<file path="src/rtl/dram_req_sched_if.sv">
// dram_req_sched_if
//   Bundles the host request channel and the controller command channel of
//   the DRAM request scheduler.
//   slave  : the scheduler side (accepts req_*, drives ctl_* and ref_overflow)
//   master : the environment side (host + controller FSM, or a testbench)
//   Host channel : req_valid, req_ready, req_write, req_addr, req_wdata
//   Ctl channel  : ctl_valid, ctl_ready, ctl_op, ctl_row_hit, ctl_need_pre,
//                  ctl_rank, ctl_bg, ctl_bank, ctl_row, ctl_col, ctl_offset,
//                  ctl_wdata
//   Status       : ref_overflow (sticky lost-refresh flag)
interface dram_req_sched_if #(
  parameter int ADDR_W = 33
);
  logic              req_valid;
  logic              req_ready;
  logic              req_write;
  logic [ADDR_W-1:0] req_addr;
  logic [63:0]       req_wdata;

  logic              ctl_valid;
  logic              ctl_ready;
  logic [1:0]        ctl_op;
  logic              ctl_row_hit;
  logic              ctl_need_pre;
  logic              ctl_rank;
  logic [1:0]        ctl_bg;
  logic [1:0]        ctl_bank;
  logic [14:0]       ctl_row;
  logic [9:0]        ctl_col;
  logic [1:0]        ctl_offset;
  logic [63:0]       ctl_wdata;

  logic              ref_overflow;

  modport slave (
    input  req_valid, req_write, req_addr, req_wdata, ctl_ready,
    output req_ready, ctl_valid, ctl_op, ctl_row_hit, ctl_need_pre,
           ctl_rank, ctl_bg, ctl_bank, ctl_row, ctl_col, ctl_offset,
           ctl_wdata, ref_overflow
  );

  modport master (
    output req_valid, req_write, req_addr, req_wdata, ctl_ready,
    input  req_ready, ctl_valid, ctl_op, ctl_row_hit, ctl_need_pre,
           ctl_rank, ctl_bg, ctl_bank, ctl_row, ctl_col, ctl_offset,
           ctl_wdata, ref_overflow
  );
endinterface

</file>
<file path="src/rtl/dram_req_sched.sv">
// dram_req_sched
//   Request scheduler in front of the DRAM controller FSM. Host requests are
//   buffered in a small FIFO; the head entry (or a refresh) is latched into a
//   command register, tagged hit / miss / conflict against a per-bank open-row
//   table, and held until the controller takes it.
//   Ports:
//     CLK, RST : clock and synchronous active-high reset
//     bus      : dram_req_sched_if.slave (host request + controller command)
//   Optional feature macro DRAM_SCHED_PERF_EN adds saturating 32-bit
//   counters perf_hits, perf_misses, perf_conflicts, perf_refs.
//   Address map: [0] ignored, [2:1] offset, [12:3] col, [14:13] bank,
//                [16:15] bg, [17] rank, [32:18] row.
module dram_req_sched #(
  parameter int FIFO_DEPTH = 4,
  parameter int ADDR_W     = 33,
  parameter int T_REFI     = 250,
  parameter int REF_MAX    = 8
) (
  input  logic             CLK,
  input  logic             RST,
  dram_req_sched_if.slave  bus
`ifdef DRAM_SCHED_PERF_EN
  ,
  output logic [31:0]      perf_hits,
  output logic [31:0]      perf_misses,
  output logic [31:0]      perf_conflicts,
  output logic [31:0]      perf_refs
`endif
);
  localparam int PTR_W  = (FIFO_DEPTH > 1) ? $clog2(FIFO_DEPTH) : 1;
  localparam int CNT_W  = PTR_W + 1;
  localparam int REFI_W = $clog2(T_REFI);
  localparam int PEND_W = $clog2(REF_MAX + 1);

  localparam logic [1:0] OP_READ  = 2'b00;
  localparam logic [1:0] OP_WRITE = 2'b01;
  localparam logic [1:0] OP_REF   = 2'b10;

  typedef enum logic {ST_SELECT, ST_HOLD} state_t;

  // Request FIFO storage; bit 0 of the address is never stored.
  logic              mem_write [FIFO_DEPTH];
  logic [ADDR_W-1:1] mem_addr  [FIFO_DEPTH];
  logic [63:0]       mem_wdata [FIFO_DEPTH];

  logic [PTR_W-1:0]  wr_ptr_reg, rd_ptr_reg;
  logic [CNT_W-1:0]  count_reg;
  logic [REFI_W-1:0] refi_cnt_reg;
  logic [PEND_W-1:0] pending_reg;
  logic              ref_overflow_reg;
  state_t            state_reg;

  logic              ctl_valid_reg, ctl_row_hit_reg, ctl_need_pre_reg, ctl_rank_reg;
  logic [1:0]        ctl_op_reg, ctl_bg_reg, ctl_bank_reg, ctl_offset_reg;
  logic [14:0]       ctl_row_reg;
  logic [9:0]        ctl_col_reg;
  logic [63:0]       ctl_wdata_reg;

  logic              unused_addr_bit;
  assign unused_addr_bit = bus.req_addr[0];

  logic full, empty, push, xfer, pop, tick, ref_acc, ref_sel, any_open;
  assign full    = (count_reg == CNT_W'(FIFO_DEPTH));
  assign empty   = (count_reg == '0);
  assign push    = bus.req_valid && !full;
  assign xfer    = ctl_valid_reg && bus.ctl_ready;
  // The head entry stays in the FIFO while it is being presented and is
  // only released when the controller takes it.
  assign pop     = xfer && (ctl_op_reg != OP_REF);
  assign ref_acc = xfer && (ctl_op_reg == OP_REF);
  assign tick    = (refi_cnt_reg == REFI_W'(T_REFI - 1));
  assign ref_sel = (pending_reg == PEND_W'(REF_MAX)) || ((pending_reg != '0) && empty);

  always_ff @(posedge CLK) begin
    if (push) begin
      mem_write[wr_ptr_reg] <= bus.req_write;
      mem_addr[wr_ptr_reg]  <= bus.req_addr[ADDR_W-1:1];
      mem_wdata[wr_ptr_reg] <= bus.req_wdata;
    end
  end

  // Head decode
  logic              head_write;
  logic [ADDR_W-1:1] head_addr;
  logic [3:0]        head_idx;
  logic [3:0]        ctl_idx;
  assign head_write = mem_write[rd_ptr_reg];
  assign head_addr  = mem_addr[rd_ptr_reg];
  assign head_idx   = {head_addr[17], head_addr[16:15], head_addr[14:13]};
  assign ctl_idx    = {ctl_rank_reg, ctl_bg_reg, ctl_bank_reg};

  // Open-row table, one entry per {rank, bg, bank}. Updated only when a
  // command is taken, so a held command always sees a stable table.
  logic [15:0] open_vec;
  logic [14:0] row_tab [16];

  for (genvar gi = 0; gi < 16; gi++) begin : g_bank
    logic        open_reg;
    logic [14:0] row_reg;
    always_ff @(posedge CLK) begin
      if (RST) begin
        open_reg <= 1'b0;
        row_reg  <= '0;
      end else if (xfer) begin
        if (ctl_op_reg == OP_REF) begin
          open_reg <= 1'b0;
        end else if (ctl_idx == 4'(gi)) begin
          open_reg <= 1'b1;
          row_reg  <= ctl_row_reg;
        end
      end
    end
    assign open_vec[gi] = open_reg;
    assign row_tab[gi]  = row_reg;
  end

  logic head_open, head_hit;
  assign any_open  = |open_vec;
  assign head_open = open_vec[head_idx];
  assign head_hit  = head_open && (row_tab[head_idx] == head_addr[32:18]);

  always_ff @(posedge CLK) begin
    if (RST) begin
      wr_ptr_reg       <= '0;
      rd_ptr_reg       <= '0;
      count_reg        <= '0;
      refi_cnt_reg     <= '0;
      pending_reg      <= '0;
      ref_overflow_reg <= 1'b0;
      state_reg        <= ST_SELECT;
      ctl_valid_reg    <= 1'b0;
      ctl_op_reg       <= OP_READ;
      ctl_row_hit_reg  <= 1'b0;
      ctl_need_pre_reg <= 1'b0;
      ctl_rank_reg     <= 1'b0;
      ctl_bg_reg       <= '0;
      ctl_bank_reg     <= '0;
      ctl_row_reg      <= '0;
      ctl_col_reg      <= '0;
      ctl_offset_reg   <= '0;
      ctl_wdata_reg    <= '0;
    end else begin
      if (push) wr_ptr_reg <= wr_ptr_reg + 1'b1;
      if (pop)  rd_ptr_reg <= rd_ptr_reg + 1'b1;
      case ({push, pop})
        2'b10:   count_reg <= count_reg + 1'b1;
        2'b01:   count_reg <= count_reg - 1'b1;
        default: count_reg <= count_reg;
      endcase

      refi_cnt_reg <= tick ? '0 : refi_cnt_reg + 1'b1;

      // A tick and a refresh accept in the same cycle cancel out.
      if (tick && !ref_acc) begin
        if (pending_reg == PEND_W'(REF_MAX)) ref_overflow_reg <= 1'b1;
        else                                  pending_reg      <= pending_reg + 1'b1;
      end else if (!tick && ref_acc) begin
        pending_reg <= pending_reg - 1'b1;
      end

      case (state_reg)
        ST_SELECT: begin
          if (ref_sel) begin
            state_reg        <= ST_HOLD;
            ctl_valid_reg    <= 1'b1;
            ctl_op_reg       <= OP_REF;
            ctl_row_hit_reg  <= 1'b0;
            ctl_need_pre_reg <= any_open;
            ctl_rank_reg     <= 1'b0;
            ctl_bg_reg       <= '0;
            ctl_bank_reg     <= '0;
            ctl_row_reg      <= '0;
            ctl_col_reg      <= '0;
            ctl_offset_reg   <= '0;
            ctl_wdata_reg    <= '0;
          end else if (!empty) begin
            state_reg        <= ST_HOLD;
            ctl_valid_reg    <= 1'b1;
            ctl_op_reg       <= head_write ? OP_WRITE : OP_READ;
            ctl_row_hit_reg  <= head_hit;
            ctl_need_pre_reg <= head_open && !head_hit;
            ctl_rank_reg     <= head_addr[17];
            ctl_bg_reg       <= head_addr[16:15];
            ctl_bank_reg     <= head_addr[14:13];
            ctl_row_reg      <= head_addr[32:18];
            ctl_col_reg      <= head_addr[12:3];
            ctl_offset_reg   <= head_addr[2:1];
            ctl_wdata_reg    <= mem_wdata[rd_ptr_reg];
          end
        end
        ST_HOLD: begin
          if (bus.ctl_ready) begin
            state_reg     <= ST_SELECT;
            ctl_valid_reg <= 1'b0;
          end
        end
        default: state_reg <= ST_SELECT;
      endcase
    end
  end

  assign bus.req_ready    = !full;
  assign bus.ctl_valid    = ctl_valid_reg;
  assign bus.ctl_op       = ctl_op_reg;
  assign bus.ctl_row_hit  = ctl_row_hit_reg;
  assign bus.ctl_need_pre = ctl_need_pre_reg;
  assign bus.ctl_rank     = ctl_rank_reg;
  assign bus.ctl_bg       = ctl_bg_reg;
  assign bus.ctl_bank     = ctl_bank_reg;
  assign bus.ctl_row      = ctl_row_reg;
  assign bus.ctl_col      = ctl_col_reg;
  assign bus.ctl_offset   = ctl_offset_reg;
  assign bus.ctl_wdata    = ctl_wdata_reg;
  assign bus.ref_overflow = ref_overflow_reg;

`ifdef DRAM_SCHED_PERF_EN
  logic [31:0] perf_hits_reg, perf_misses_reg, perf_conflicts_reg, perf_refs_reg;

  function automatic logic [31:0] sat_inc(input logic [31:0] v);
    return (v == '1) ? v : v + 32'd1;
  endfunction

  always_ff @(posedge CLK) begin
    if (RST) begin
      perf_hits_reg      <= '0;
      perf_misses_reg    <= '0;
      perf_conflicts_reg <= '0;
      perf_refs_reg      <= '0;
    end else if (xfer) begin
      if (ctl_op_reg == OP_REF)  perf_refs_reg      <= sat_inc(perf_refs_reg);
      else if (ctl_row_hit_reg)  perf_hits_reg      <= sat_inc(perf_hits_reg);
      else if (ctl_need_pre_reg) perf_conflicts_reg <= sat_inc(perf_conflicts_reg);
      else                       perf_misses_reg    <= sat_inc(perf_misses_reg);
    end
  end

  assign perf_hits      = perf_hits_reg;
  assign perf_misses    = perf_misses_reg;
  assign perf_conflicts = perf_conflicts_reg;
  assign perf_refs      = perf_refs_reg;
`endif
endmodule

</file>
<file path="src/flat_wrapper.sv">
// flat-port wrapper written by rule: the top's interface ports become plain ports
module dram_req_sched_flat 
#(
  parameter int FIFO_DEPTH = 4,
  parameter int ADDR_W     = 33,
  parameter int T_REFI     = 250,
  parameter int REF_MAX    = 8
)
  (CLK, RST, bus_req_valid, bus_req_write, bus_req_addr, bus_req_wdata, bus_ctl_ready, bus_req_ready, bus_ctl_valid, bus_ctl_op, bus_ctl_row_hit, bus_ctl_need_pre, bus_ctl_rank, bus_ctl_bg, bus_ctl_bank, bus_ctl_row, bus_ctl_col, bus_ctl_offset, bus_ctl_wdata, bus_ref_overflow);
  dram_req_sched_if #(.ADDR_W(ADDR_W)) bus_i ();
  input  logic CLK;
  input  logic RST;
  input wire logic [$bits(bus_i.req_valid)-1:0] bus_req_valid;
  input wire logic [$bits(bus_i.req_write)-1:0] bus_req_write;
  input wire logic [$bits(bus_i.req_addr)-1:0] bus_req_addr;
  input wire logic [$bits(bus_i.req_wdata)-1:0] bus_req_wdata;
  input wire logic [$bits(bus_i.ctl_ready)-1:0] bus_ctl_ready;
  output wire logic [$bits(bus_i.req_ready)-1:0] bus_req_ready;
  output wire logic [$bits(bus_i.ctl_valid)-1:0] bus_ctl_valid;
  output wire logic [$bits(bus_i.ctl_op)-1:0] bus_ctl_op;
  output wire logic [$bits(bus_i.ctl_row_hit)-1:0] bus_ctl_row_hit;
  output wire logic [$bits(bus_i.ctl_need_pre)-1:0] bus_ctl_need_pre;
  output wire logic [$bits(bus_i.ctl_rank)-1:0] bus_ctl_rank;
  output wire logic [$bits(bus_i.ctl_bg)-1:0] bus_ctl_bg;
  output wire logic [$bits(bus_i.ctl_bank)-1:0] bus_ctl_bank;
  output wire logic [$bits(bus_i.ctl_row)-1:0] bus_ctl_row;
  output wire logic [$bits(bus_i.ctl_col)-1:0] bus_ctl_col;
  output wire logic [$bits(bus_i.ctl_offset)-1:0] bus_ctl_offset;
  output wire logic [$bits(bus_i.ctl_wdata)-1:0] bus_ctl_wdata;
  output wire logic [$bits(bus_i.ref_overflow)-1:0] bus_ref_overflow;
  assign bus_i.req_valid = bus_req_valid;
  assign bus_i.req_write = bus_req_write;
  assign bus_i.req_addr = bus_req_addr;
  assign bus_i.req_wdata = bus_req_wdata;
  assign bus_i.ctl_ready = bus_ctl_ready;
  assign bus_req_ready = bus_i.req_ready;
  assign bus_ctl_valid = bus_i.ctl_valid;
  assign bus_ctl_op = bus_i.ctl_op;
  assign bus_ctl_row_hit = bus_i.ctl_row_hit;
  assign bus_ctl_need_pre = bus_i.ctl_need_pre;
  assign bus_ctl_rank = bus_i.ctl_rank;
  assign bus_ctl_bg = bus_i.ctl_bg;
  assign bus_ctl_bank = bus_i.ctl_bank;
  assign bus_ctl_row = bus_i.ctl_row;
  assign bus_ctl_col = bus_i.ctl_col;
  assign bus_ctl_offset = bus_i.ctl_offset;
  assign bus_ctl_wdata = bus_i.ctl_wdata;
  assign bus_ref_overflow = bus_i.ref_overflow;
  dram_req_sched #(.FIFO_DEPTH(FIFO_DEPTH), .ADDR_W(ADDR_W), .T_REFI(T_REFI), .REF_MAX(REF_MAX)) u_core (.CLK(CLK), .RST(RST), .bus(bus_i));
endmodule
</file>
<file path="config.mk">
export PLATFORM = sky130hd
export DESIGN_NAME = dram_req_sched_flat
export DESIGN_NICKNAME = d
export VERILOG_FILES = /design/src/rtl/dram_req_sched_if.sv /design/src/rtl/dram_req_sched.sv /design/src/flat_wrapper.sv
export SDC_FILE = /design/constraint.sdc
export NUM_CORES = 1
export LEC_CHECK = 0
export BUFFER_PORTS_ARGS = -buffer_cell sky130_fd_sc_hd__buf_2
export CAP_MARGIN = 20
export CORE_ASPECT_RATIO = 1.5
export CORE_MARGIN = 2
export CORE_UTILIZATION = 67
export CTS_BUF_LIST = sky130_fd_sc_hd__clkbuf_4 sky130_fd_sc_hd__clkbuf_8
export CTS_CLUSTER_SIZE = 40
export DETAILED_ROUTE_END_ITERATION = 6
export PLACE_DENSITY = 0.83
export SYNTH_ARGS = -nofsm -noshare
export SYNTH_HDL_FRONTEND = slang
export SYNTH_SLANG_ARGS = --single-unit
</file>
<file path="constraint.sdc">
create_clock -name CLK -period 7.8 [get_ports CLK]
set_clock_uncertainty 0.15 [all_clocks]
set_input_delay 0.39 -clock CLK [delete_from_list [all_inputs] [get_ports CLK]]
set_output_delay 0.39 -clock CLK [all_outputs]
set_load 0.01 [all_outputs]
</file>
==> impl_metrics.yaml, run 1 <==
clock_network:
  cts_resized: 0
  clock_latency_ns: 0.72
  cts_tree: "done"
  h-tree-depth: 3
  cts-root-buf: "clkbuf_8"
  cts_buffers: 106
  clockBufferDepth: 3
  postCtsSetupBuffers: 0
  clk_pin_slew_ns: 0.07
  clock_sinks: 768
power:
  leakage_nw: 12.1
  ir_drop_mv: 0.326
  p_per_area_nw_per_um2: 318
  power_w: 0.0110
final_layout:
  final_common_cell: "nand2_1"
  drive_above_1_share: 0.200
  multi_input_area_sq_um: 10000
  final_nets: 2910
  largest_reg_flops: 256
  seqCellArea_sq_um: 19300
  mostFrequentLayoutCells: "656 x nand2_1, 388 x edfxtp_1, 378 x dfxtp_1"
  utilization: 0.777
  n_fill_cell: 2356
  syn2layout_area_growth_pct: 15.3
yosys:
  ys_ff_latch: 768
  postSynthCellCount: 2546
  synth_edf_count: 388
  synth_flop_cell: "edfxtp_1"
  yosys.area.top_type: "edfxtp_1"
  syn_area_sq_um: 30000
  seq_area_frac_synth: 0.641
  syn-num-nets: 2659
  ys_types: 42
  ys_async_sr_fraction: 0
  yosys_warnings: 0
  yosysTopAreaCellShare: 0.388
  synth.area.top_cells: "edfxtp_1 39%, dfxtp_1 25%, nand2_1 8.2%"
  synth_area_per_cell_sq_um: 11.8
run:
  drv_cap: 0
sta:
  worst_slew_pin_slew_ns: 1.29
  final-setup-viol-count: 0
  relSlewSlack: 0.138
  final_hold_viol_count: 0
  grt_setup_unrepaired: "no"
  timing.final.crit_share: 0.624
  fmax_mhz: 205
  slew_violations: 0
  fin_tns_setup_ns: 0
  min_period_ns: 4.87
setup_path:
  crit_path_top_delay_cell: "nor2b_2"
  required_ns: 8.17
  start_kind: "register"
  worstPathCellList: "buf_4 > mux4_2 > nor2b_2 > o211ai_1 > nand4_1 > xnor2_1 > nand4_1 > nor4_2 > o22ai_1"
  cpMostUsedCell: "nand4_1"
  slowest_delay_ns: 0.85
  end_kind: "register"
  critPathMaxFanout: 41
  r2r_setup_slack_ns: 2.93
  crit_arrival_ns: 5.24
  worstSetupPathType: "reg -> reg"
placed_design:
  gp_congestion: 0.830
  port_buffers: 203
  dp_hpwl_um: 43700
hold_path:
  hold_path.class: "in -> reg"
grt:
  grt_first_pass_wirelength_um: 132000
  grt_overflow: 0
  grt_pass1_vias: 22900
  grt_use_total: 0.372
  antenna_found_initial: 9
  grt_start_max_net_pins: 233
routing:
  final_antenna_net_count: 0
  drt_iter0_drc: 3486
  drt-pass1-iter-count: 5
  wirelength_um: 89900
  wire_per_inst_um: 25.9
  viasPerCell: 6.64
  drc: 0
  route.vias.total: 23100
floorplan:
  design.core.area_sq_um: 44600
  dieArea_sq_um: 46600
  rows: 95
  io_pins: 205
  initial_core_util: 0.674
  die_y_um: 263
  die_x_um: 177
run_status:
  status: "complete, no violations"
==> final timing paths <==
path	end	cells past startpoint	start
max reg2reg	u_core.bus.ctl_need_pre	9	register
max	u_core.bus.ctl_need_pre	9	register
min reg2reg	u_core.bus.ctl_col[6]	2	u_core.bus.ctl_col[6]
min	u_core.pending_reg[2]	2	RST
==> routing by layer <==
metal | up-vias | global-route usage | wire, um
met3 | 434 | 0.0716 | 8840
li1 | 9575 | - | -
met4 | 0 | 0.206 | 6020
met5 | - | 0 | 0
met2 | 1949 | 0.643 | 46100
met1 | 11100 | 0.432 | 29000
==> report_power, final <==
part           internal, W  switching (W)
clock              0.00173        0.00163
sequential         0.00466       0.000441
combinational     0.000843        0.00170
total              0.00723        0.00377
==> worst max-delay path, delay by kind of cell, from the launching register on <==
kind	cells	cell delay, ns
compound gates	2	0.41
simple gates	4	1.88
mux	1	0.53
xor+xnor	1	0.24
buf+inv	1	0.76
flops	1	0.66
==> Yosys cell counts, types with 7 or more instances <==
master	instances
nand2_1	656
mux2_2	46
nand4_1	15
nor2b_1	7
ha_1	9
xor2_1	9
xnor2_1	20
edfxtp_1	388
inv_1	9
o211ai_1	46
buf_1	14
mux2i_1	73
nand3_1	106
dfxtp_1	380
buf_2	10
nor2_1	69
mux4_2	106
a21oi_1	361
clkbuf_1	159
==> final cells by class <==
type                            count  area share
Multi-Input combinational cell   1576       0.289
Timing Repair Buffer              336      0.0664
Inverter                            9    0.000976
Tap cell                          582      0.0210
Antenna cell                       12    0.000867
Sequential cell                   768       0.556
Clock inverter                     36     0.00831
Clock buffer                      159      0.0571
==> cell families after synthesis <==
logic type	count (synthesis)	synth area share
fa+ha+maj	11	0.00508
buf+inv	202	0.0277
compound gates	428	0.0774
xor+xnor	29	0.00846
simple gates	883	0.119
flops	768	0.641
mux	225	0.121
==> metrics by stage <==
step,cells,area (sq um),hold slack (ns),setup slack [ns]
3_3_place_gp,3171,31300,0.286,3.06
3_5_place_dp,3172,31300,0.293,3.05
5_1_grt,3475,34600,0.0671,2.82
6_report,3478,34600,0.0143,2.93
4_1_cts,3466,34600,0.0205,2.99
2_1_floorplan,2546,30000,0.282,4.24
==> timing repair <==
| action | CTS | global route |
|---|---|---|
| hold buffers | 99 | 0 |
| hold endpoints to repair | 391 | 0 |
| setup endpoints to repair | 0 | 0 |
(Power assumes the default switching activity.)
==> inputs of run 2 (changes only) <==
ABC_AREA = 1   (was default)
CORE_UTILIZATION = 57   (was 67)
PLACE_DENSITY = 0.75   (was 0.83)
clock period = 4.15 ns   (was 7.8 ns; I/O delays follow)
==> run 2 against run 1 <==
The flow now finishes with violations (DRC). Combinational power up 99%. Worst setup slack lost 2.6 ns. Via count rose by 9.3%. Global-route usage shrank 8.4 points. Flip-flop and latch count did not move. Hold slack better by 0.027 ns. Sequential share of layout area is 1.7 points lower. Critical path depth rose by 9. First-iteration DRC count shrank 41%. Maximum frequency grew 28%. Die area is 21% higher.
==> impl_metrics.yaml, run 2 <==
run_status:
  status: "complete, but fails checks"
  violations: "DRC"
run:
  drv_cap: 0
clock_network:
  postCtsSetupBuffers: 0
  h-tree-depth: 3
  clk_pin_slew_ns: 0.06
  cts-root-buf: "clkbuf_8"
  clock_sinks: 768
  clockBufferDepth: 3
  clock_latency_ns: 0.75
  cts_tree: "done"
  cts_buffers: 107
yosys:
  ys_ff_latch: 768
  synth_area_per_cell_sq_um: 9.33
  synthTopCellsByCount: "423 x nand2_1, 419 x o21ai_0, 388 x edfxtp_1, 387 x nor2_1, 380 x dfxtp_1"
  syn_area_sq_um: 31000
  yosys.area.top_type: "edfxtp_1"
  synth_most_common_cell: "nand2_1"
  ys_async_sr_fraction: 0
  yosys_warnings: 0
  postSynthCellCount: 3318
  yosysTopAreaCellShare: 0.376
  synth_flop_cell: "edfxtp_1"
  synth_edf_count: 388
  ys_types: 37
  syn-num-nets: 3431
  synth.area.top_cells: "edfxtp_1 38%, dfxtp_1 25%, o21ai_0 6.8%"
  seq_area_frac_synth: 0.622
final_layout:
  final_common_cell: "nand2_1"
  largest_reg_flops: 256
  final_nets: 3652
  n_fill_cell: 4088
  final_cell_area_sq_um: 35700
  syn2layout_area_growth_pct: 15.4
  mostFrequentLayoutCells: "421 x nand2_1, 419 x o21ai_0, 388 x edfxtp_1"
  drive_above_1_share: 0.141
sta:
  fmax_mhz: 263
  min_period_ns: 3.80
  worst_slew_pin_slew_ns: 1.09
  timing.final.crit_share: 0.917
  fin_tns_setup_ns: 0
  hold_slack_ns: 0.0416
  slew_violations: 0
  final-setup-viol-count: 0
  relSlewSlack: 0.270
  final_hold_viol_count: 0
  grt_setup_unrepaired: "no"
setup_path:
  crit_arrival_ns: 4.20
  reg2regPathDepth: 18
  critPathMaxFanout: 62
  worstSetupPathType: "reg -> reg"
  end_kind: "register"
  r2r_setup_slack_ns: 0.35
  r2r_end: "u_core.bus.ctl_need_pre"
  required_ns: 4.55
  start_kind: "register"
routing:
  viasPerCell: 5.85
  final_antenna_net_count: 0
  wirelength_um: 82200
  drc: 3
  drt-pass1-iter-count: 7
  drt_iter0_drc: 2072
  wire_per_inst_um: 19.0
  route.vias.total: 25300
placed_design:
  dp_hpwl_um: 46100
  gp_congestion: 0.859
  port_buffers: 203
  dpl_cell_area_sq_um: 32300
floorplan:
  die_x_um: 194
  die_y_um: 289
  dieArea_sq_um: 56200
  io_pins: 205
  initial_core_util: 0.576
  design.core.area_sq_um: 53700
  rows: 104
grt:
  grt_start_max_net_pins: 191
  antenna_found_initial: 8
  grt_first_pass_wirelength_um: 129000
  grt_use_total: 0.287
  grt_pass1_vias: 25200
  grt_overflow: 0
power:
  leakage_nw: 13.3
  ir_drop_mv: 0.494
  p_per_area_nw_per_um2: 578
hold_path:
  hold_depth: 3
  hold_start: "bus_req_valid"
  hold_path.class: "in -> reg"
  hold_end: "u_core.wr_ptr_reg[0]"
[run 2: logic make-up (layout without fill, tap and decap cells)]
group	Yosys count	count (layout)	synth area share
AND/OR/NAND/NOR	1233	1233	0.170
AO/OA/AOI/OAI	826	826	0.139
flip-flops	768	768	0.622
buffers and inverters	477	783	0.0632
adder cells (fa/ha/maj)	11	11	0.00493
XOR/XNOR	3	3	0.000849
other	0	6	0
[run 2: per-stage QoR]
step | total power (W) | instances | setup WS [ns] | utilization
after floorplan | 0.0125 | 3318 | -1.34 | -
final | 0.0207 | 4319 | 0.345 | 0.665
after CTS | 0.0205 | 4310 | 0.420 | 0.663
after detailed placement | 0.0144 | 4017 | 0.428 | 0.602
after global placement | 0.0142 | 4016 | 0.473 | 0.602
after global routing | 0.0215 | 4319 | 0.0278 | 0.665
[run 2: how the worst max path moves through the flow]
stage | from | slack [ns] | endpoint
finish | register | 0.35 | u_core.bus.ctl_need_pre
global route | register | 0.03 | u_core.bus.ctl_need_pre
CTS | register | 0.42 | u_core.bus.ctl_need_pre
detailed placement | register | 0.43 | u_core.bus.ctl_need_pre
global placement | register | 0.47 | u_core.bus.ctl_need_pre
floorplan | u_core.count_reg[1] | -1.34 | u_core.mem_addr[0][0]
[run 2: repair_timing]
action                                 4_1_cts  5_1_grt
gates resized for setup                      0        0
hold buffers                                99        0
endpoints found under the hold margin      440        0
[run 2: final cells by class]
cell class	count	area (sq um)	share of cell area
Antenna cell	6	15.0	0.000420
Clock buffer	176	2160	0.0605
Clock inverter	18	151	0.00424
Inverter	233	881	0.0247
Multi-Input combinational cell	2073	9790	0.274
Sequential cell	768	19300	0.539
Tap cell	689	862	0.0241
Timing Repair Buffer	356	2590	0.0726
[run 2: worst max-delay path: stages, from the launching register on]
cell and delay (ns):
dfxtp_4 0.63, inv_4 0.23, nand2_2 0.14, nand3_4 0.21
nand2_4 0.17, buf_4 0.58, nand2_1 0.11, nand3_1 0.10
nand3_1 0.10, nand3_1 0.16, nand2_1 0.08, nand2_1 0.06
nand2_1 0.09, nor2_1 0.15, nand2_1 0.06, nor2_1 0.34
nand2_1 0.10, nand2_1 0.08, a21oi_1 0.06
[run 2: power by group]
group | switching, W | internal [W]
Clock | 0.00283 | 0.00336
Combinational | 0.00349 | 0.00157
Sequential | 0.000688 | 0.00872
[run 2: routing by layer]
layer / track usage / vias to the layer above / share of wire
met3: 0.0549 / 233 / 0.081
met4: 0.159 / 4 / 0.038
li1: - / 11800 / -
met2: 0.506 / 1152 / 0.51
met1: 0.332 / 12100 / 0.37
met5: 0 / - / 0.00029
